===== config.mk =====
export PLATFORM = sky130hd
export DESIGN_NAME = divn_flat
export DESIGN_NICKNAME = d
export VERILOG_FILES = /design/src/rtl/divn_if.sv /design/src/rtl/divn.sv /design/src/flat_wrapper.sv
export SDC_FILE = /design/constraint.sdc
export NUM_CORES = 1
export LEC_CHECK = 0
export CORE_ASPECT_RATIO = 2
export CORE_UTILIZATION = 40
export CTS_BUF_LIST = sky130_fd_sc_hd__clkbuf_4
export CTS_CLUSTER_SIZE = 10
export DETAILED_ROUTE_END_ITERATION = 8
export PLACE_DENSITY_LB_ADDON = 0.1
export SYNTH_ARGS = -nofsm -noshare
export SYNTH_HDL_FRONTEND = slang
export SYNTH_SLANG_ARGS = --single-unit

===== constraint.sdc =====
create_clock -name clk -period 4.65 [get_ports clk]
set_clock_uncertainty 0.1 [all_clocks]
set_input_delay 1.395 -clock clk [delete_from_list [all_inputs] [get_ports clk]]
set_output_delay 1.395 -clock clk [all_outputs]
set_load 0.02 [all_outputs]

===== src/rtl/divn_if.sv =====
// divn_if -- handshake and data bundle for the divn divider.
//   start        request to begin a division (honoured only while ready=1)
//   a_in, b_in   unsigned dividend / divisor, sampled on the accepting edge
//   ready        divider idle, result outputs valid
//   q_out, r_out registered quotient / remainder
//   div0         registered flag, last result came from a zero divisor
// master: the requester; slave: the divider.
interface divn_if #(
    parameter int NBITS = 8
);
    logic             start;
    logic [NBITS-1:0] a_in;
    logic [NBITS-1:0] b_in;
    logic             ready;
    logic [NBITS-1:0] q_out;
    logic [NBITS-1:0] r_out;
    logic             div0;

    modport master (
        output start, a_in, b_in,
        input  ready, q_out, r_out, div0
    );

    modport slave (
        input  start, a_in, b_in,
        output ready, q_out, r_out, div0
    );
endinterface


===== src/rtl/divn.sv =====
// divn -- unsigned NBITS/NBITS restoring divider, one quotient bit per clock.
//   clk  rising-edge clock
//   rst  asynchronous active-high reset
//   bus  divn_if.slave: start/a_in/b_in in, ready/q_out/r_out/div0 out
// Zero dividend or zero divisor takes a one-cycle shortcut; otherwise the
// result is ready NBITS cycles after the accepting edge.
//
// state | meaning
// IDLE  | ready=1, results valid, waiting for start
// SHORT | one-cycle shortcut for a==0 or b==0
// CALC  | shift-subtract iterations, NBITS cycles
module divn #(
    parameter int NBITS = 8
) (
    input  logic  clk,
    input  logic  rst,
    divn_if.slave bus
);
    localparam int CNT_W = $clog2(NBITS + 1);

    typedef enum logic [1:0] {
        IDLE  = 2'd0,
        SHORT = 2'd1,
        CALC  = 2'd2
    } state_t;

    state_t state;
    state_t state_next;

    logic             idle;
    logic             accept;
    logic             cnt_last;
    logic             qbit;
    logic [CNT_W-1:0] cnt;
    logic [NBITS-1:0] a_work;
    logic [NBITS-1:0] b_work;
    logic [NBITS-1:0] r_work;
    logic [NBITS:0]   p;
    logic [NBITS-1:0] r_step;
    logic [NBITS-1:0] q_step;
    logic [NBITS-1:0] q_reg;
    logic [NBITS-1:0] r_reg;
    logic             div0_reg;

    always_ff @(posedge clk or posedge rst) begin
        if (rst) begin
            state <= IDLE;
        end else begin
            state <= state_next;
        end
    end

    always_comb begin
        state_next = state;
        idle       = 1'b0;
        accept     = 1'b0;
        case (state)
            IDLE: begin
                idle = 1'b1;
                if (bus.start) begin
                    accept = 1'b1;
                    if ((bus.a_in == '0) || (bus.b_in == '0)) begin
                        state_next = SHORT;
                    end else begin
                        state_next = CALC;
                    end
                end
            end
            SHORT: begin
                state_next = IDLE;
            end
            CALC: begin
                if (cnt_last) begin
                    state_next = IDLE;
                end
            end
            default: begin
                state_next = IDLE;
            end
        endcase
    end

    // a_work doubles as the dividend shifter and the quotient accumulator:
    // each iteration consumes its MSB and shifts the new quotient bit in at
    // the LSB. The partial remainder stays below b, so P < 2b and the
    // NBITS-wide subtraction cannot wrap when it is taken.
    always_comb begin
        cnt_last = (cnt == CNT_W'(NBITS - 1));
        p        = {r_work, a_work[NBITS-1]};
        qbit     = (p >= {1'b0, b_work});
        r_step   = qbit ? (p[NBITS-1:0] - b_work) : p[NBITS-1:0];
        q_step   = {a_work[NBITS-2:0], qbit};
    end

    always_ff @(posedge clk or posedge rst) begin
        if (rst) begin
            a_work <= '0;
            b_work <= '0;
            r_work <= '0;
            cnt    <= '0;
        end else begin
            if (accept) begin
                a_work <= bus.a_in;
                b_work <= bus.b_in;
                r_work <= '0;
                cnt    <= '0;
            end else if (state == CALC) begin
                a_work <= q_step;
                r_work <= r_step;
                if (!cnt_last) begin
                    cnt <= cnt + CNT_W'(1);
                end
            end
        end
    end

    // Results move only at completion, so the previous answer stays visible
    // while a new operation runs.
    always_ff @(posedge clk or posedge rst) begin
        if (rst) begin
            q_reg    <= '0;
            r_reg    <= '0;
            div0_reg <= 1'b0;
        end else if (state == SHORT) begin
            if (b_work == '0) begin
                q_reg    <= '1;
                r_reg    <= a_work;
                div0_reg <= 1'b1;
            end else begin
                q_reg    <= '0;
                r_reg    <= '0;
                div0_reg <= 1'b0;
            end
        end else if ((state == CALC) && cnt_last) begin
            q_reg    <= q_step;
            r_reg    <= r_step;
            div0_reg <= 1'b0;
        end
    end

    assign bus.ready = idle;
    assign bus.q_out = q_reg;
    assign bus.r_out = r_reg;
    assign bus.div0  = div0_reg;
endmodule


===== src/flat_wrapper.sv =====
// flat-port wrapper written by rule: the top's interface ports become plain ports
module divn_flat 
#(
    parameter int NBITS = 8
)
  (clk, rst, bus_start, bus_a_in, bus_b_in, bus_ready, bus_q_out, bus_r_out, bus_div0);
  divn_if #(.NBITS(NBITS)) bus_i ();
  input  logic clk;
  input  logic rst;
  input wire logic [$bits(bus_i.start)-1:0] bus_start;
  input wire logic [$bits(bus_i.a_in)-1:0] bus_a_in;
  input wire logic [$bits(bus_i.b_in)-1:0] bus_b_in;
  output wire logic [$bits(bus_i.ready)-1:0] bus_ready;
  output wire logic [$bits(bus_i.q_out)-1:0] bus_q_out;
  output wire logic [$bits(bus_i.r_out)-1:0] bus_r_out;
  output wire logic [$bits(bus_i.div0)-1:0] bus_div0;
  assign bus_i.start = bus_start;
  assign bus_i.a_in = bus_a_in;
  assign bus_i.b_in = bus_b_in;
  assign bus_ready = bus_i.ready;
  assign bus_q_out = bus_i.q_out;
  assign bus_r_out = bus_i.r_out;
  assign bus_div0 = bus_i.div0;
  divn #(.NBITS(NBITS)) u_core (.clk(clk), .rst(rst), .bus(bus_i));
endmodule

==> metrics.md <==
| Metric | Value |
|---|---|
| Status | `finished, violations left` |
| Failing checks | `DRC` |
| Antenna Cells | `0` |
| Die height | `between 100 and 150 um` |
| Fmax achieved | `between 300 and 400 MHz` |
| Layout area overhead | `19.1%` |
| Reg area | `around 1200 um^2` |
| Crit path time final | `between 3 and 4 ns` |
| Sw frac | `44.0%` |
| Clk Tree Root Cell | `clkbuf_4` |
| Logic pwr share | `between 50% and 60%` |
| Total length of routed wires | `roughly 5600 um` |
| Worst setup EP type | `output port` |
| GRT Residual Overflow | `0` |
| Worst Setup SP | `u_core.state[1]` |
| Layout cell share with drive strength beyond 1 | `approximately 6.7%` |
| Hold Vio Cnt, Final | `0` |
| Rel. slew slack | `between 30% and 40%` |
| End of the worst register-to-register path | `u_core.bus.r_out[0]` |
| Part of the power in registers | `34.5%` |
| Initial antenna violation count | `0` |
| Largest area contributor in the netlist | `dfrtp_1` |
| Footprint of the multi-input gates | `between 1000 and 1500 um^2` |
| Hold Crit Class | `register to register` |
| Reg-to-Reg Start | `u_core.r_work[2]` |
| Remaining antenna violation count after routing | `0` |
| Syn nets | `293` |
| Final HPWL DP | `4260 um` |
| Pint | `about 0.0013 W` |
| FILL cells | `about 580` |
| Worst R2R Setup Slack | `between 2 and 2.5 ns` |
| Yosys top cell area share | `a little under half` |
| Post-route clock period utilization | `between 60 and 70%` |
| Clk_lat worst skew | `roughly 0.36 ns` |
| Layout Nets | `roughly 330` |
| Most common cell in the netlist | `dfrtp_1` |
| Startpoint types | `register` |
| Routed vias | `1,989` |
| Slew @ Worst Pin | `1.01 ns` |
| R2r worst-path depth | `7` |
| Synth area leaders | `dfrtp_1, o21ai_0, nand2_1, ha_1, a21oi_1` |
| Hold buffers post-CTS | `0` |
| RSZ-0062 raised after global routing | `no` |
| Cts bufs inserted | `5` |
| Critical Path Sink | `bus_ready` |
| Cells after Synth | `roughly 260` |
| Routed length per placed instance | `roughly 15 um` |
| Clock Tree Buf Depth | `2` |
| Port Buf Inserts | `36` |
| Arr. time, crit path | `around 1.8 ns` |
| Area of the die | `roughly 6500 um^2` |
| Number of synthesized flops with an enable pin | `0` |
| WS Path Type | `register to output port` |
| Part of the Yosys area used for sequential elements | `a little under half` |
| Mean post-synth cell area | `about 9.3 um^2` |
| Worst VDD drop | `approximately 0.31 mV` |
| Async S/R FF share, synth | `between 90% and 100%` |
| Post CTS Setup Buffer Count | `0` |
| Max FO, Critical Path | `20` |
| Vias in the first global route | `1,936` |
| Core area | `between 5000 and 6000 um^2` |
| Total negative slack | `0 ns` |
| Clk pwr share | `8.9%` |
| Synth cell types | `38` |
| First-pass GRT wire length | `around 9500 um` |
| CTS Sinks | `between 40 and 50` |
| Max-slew violation count | `0` |
| List of most frequent post-synthesis cells | `dfrtp_1, nand2_1, o21ai_0` |
| CP Data Required Time | `around 3.2 ns` |
| Register bit total from synthesis | `47` |
| Synth Flop Type | `dfrtp_1` |
| RD Place Congestion | `~0.8` |
| Drt pass-1 iters | `6` |
| Largest net degree at the start of global routing | `48` |
| DRC | `3` |
| # IOs | `37` |
| Clock-pin slew on the worst setup and hold paths | `approximately 0.14 ns` |
| Leakage | `about 1.3 nW` |
| Vias per Instance | `~5.5` |
| Power per Cell Area | `around 760 nW/um^2` |
| H-tree Lvls | `2` |
| DRT iter0 DRCs | `around 80` |
| Post-Syn Area | `between 2000 and 2500 um^2` |
| NetSw | `about 0.001 W` |
| Fin util | `49.3%` |
| Global Route Usage Sum | `between 10% and 20%` |
| Num rows | `40` |
| Max cap viols | `0` |
| Initial Util | `around two fifths` |
| Ys Warns | `0` |
| Die width | `57.5 um` |
| CTS tree | `built` |
| PostCTS Resize Cnt | `0` |
| Setup violators final | `0` |
critical path, stage by stage (launching register included):
cell	delay (ns)
dfrtp_1	0.58
nor2_1	0.19
clkdlybuf4s50_1	0.62
cell usage in the layout, fill, tap and decap left out, types with 3 or more instances in the layout:
cell type and instances:
dfrtp_1 47, nand2_1 36, clkdlybuf4s50_1 36, o21ai_0 32, a21oi_1 21, nor2_1 17
nand3_1 12, inv_1 9, ha_1 9, and3b_1 7, o211ai_1 6, mux2i_1 6
clkbuf_4 6, xnor2_1 4, xor2_1 4, a211oi_1 4, nor4_1 4, nand4_1 3
a21o_1 3, nor2b_1 3, nor3_1 3
metrics by stage:
stage / area [um^2] / hold WS [ns] / setup slack, ns / total power, W / instances
after CTS: 2940 / 0.412 / 1.37 / 0.00226 / 362
after detailed placement: 2880 / 0.377 / 1.53 / 0.00207 / 354
after floorplan: 2460 / 0.351 / 2.04 / 0.00167 / 264
final: 2940 / 0.410 / 1.40 / 0.00224 / 362
after global placement: 2880 / 0.368 / 1.57 / 0.00205 / 354
after global routing: 2940 / 0.426 / 1.26 / 0.00246 / 362
worst min path at each step:
| stage | cells past startpoint | slack (ns) | startpoint | end |
|---|---|---|---|---|
| finish | 2 | 0.41 | u_core.r_work[7] | u_core.r_work[7] |
| global route | 2 | 0.43 | u_core.r_work[7] | u_core.r_work[7] |
| CTS | 2 | 0.41 | u_core.r_work[7] | u_core.r_work[7] |
| detailed placement | 2 | 0.38 | u_core.r_work[7] | u_core.r_work[7] |
| global placement | 2 | 0.37 | u_core.r_work[7] | u_core.r_work[7] |
| floorplan | 2 | 0.35 | u_core.r_work[7] | u_core.r_work[7] |
final cells by class:
cell class	instances	share of cell area (%)
multi-input cells	196	41.2
flip-flops and latches	47	40.1
repair buffers	38	12.8
well taps	63	2.69
clock buffers	6	1.53
inverters	10	1.28
clock inverters	2	0.426
power groups by stage:
| stage | sequential (W) | combinational, W | clock [W] |
|---|---|---|---|
| 2_1_floorplan | 0.000807 | 0.000868 | 0 |
| 3_3_place_gp | 0.000785 | 0.00126 | 0 |
| 3_5_place_dp | 0.000785 | 0.00128 | 0 |
| 4_1_cts | 0.000776 | 0.00128 | 0.000205 |
| 5_1_grt | 0.000803 | 0.00144 | 0.000217 |
| 6_report | 0.000772 | 0.00127 | 0.000199 |
cell families (layout without fill, tap and decap cells):
family | after synthesis | in the layout | synth area share, %
xor+xnor | 8 | 8 | 2.84
mux | 8 | 8 | 3.35
compound gates | 75 | 75 | 18.7
fa+ha+maj | 10 | 10 | 5.38
flops | 47 | 47 | 47.7
simple gates | 95 | 95 | 18.8
buf+inv | 21 | 56 | 3.20
per-layer routing:
metal	routed length, um	track usage [%]
met2	3190	36.3
met1	2130	21.0
met5	0	0
met4	112	6.99
met3	169	2.40
Power figures use the tool's default switching activity.
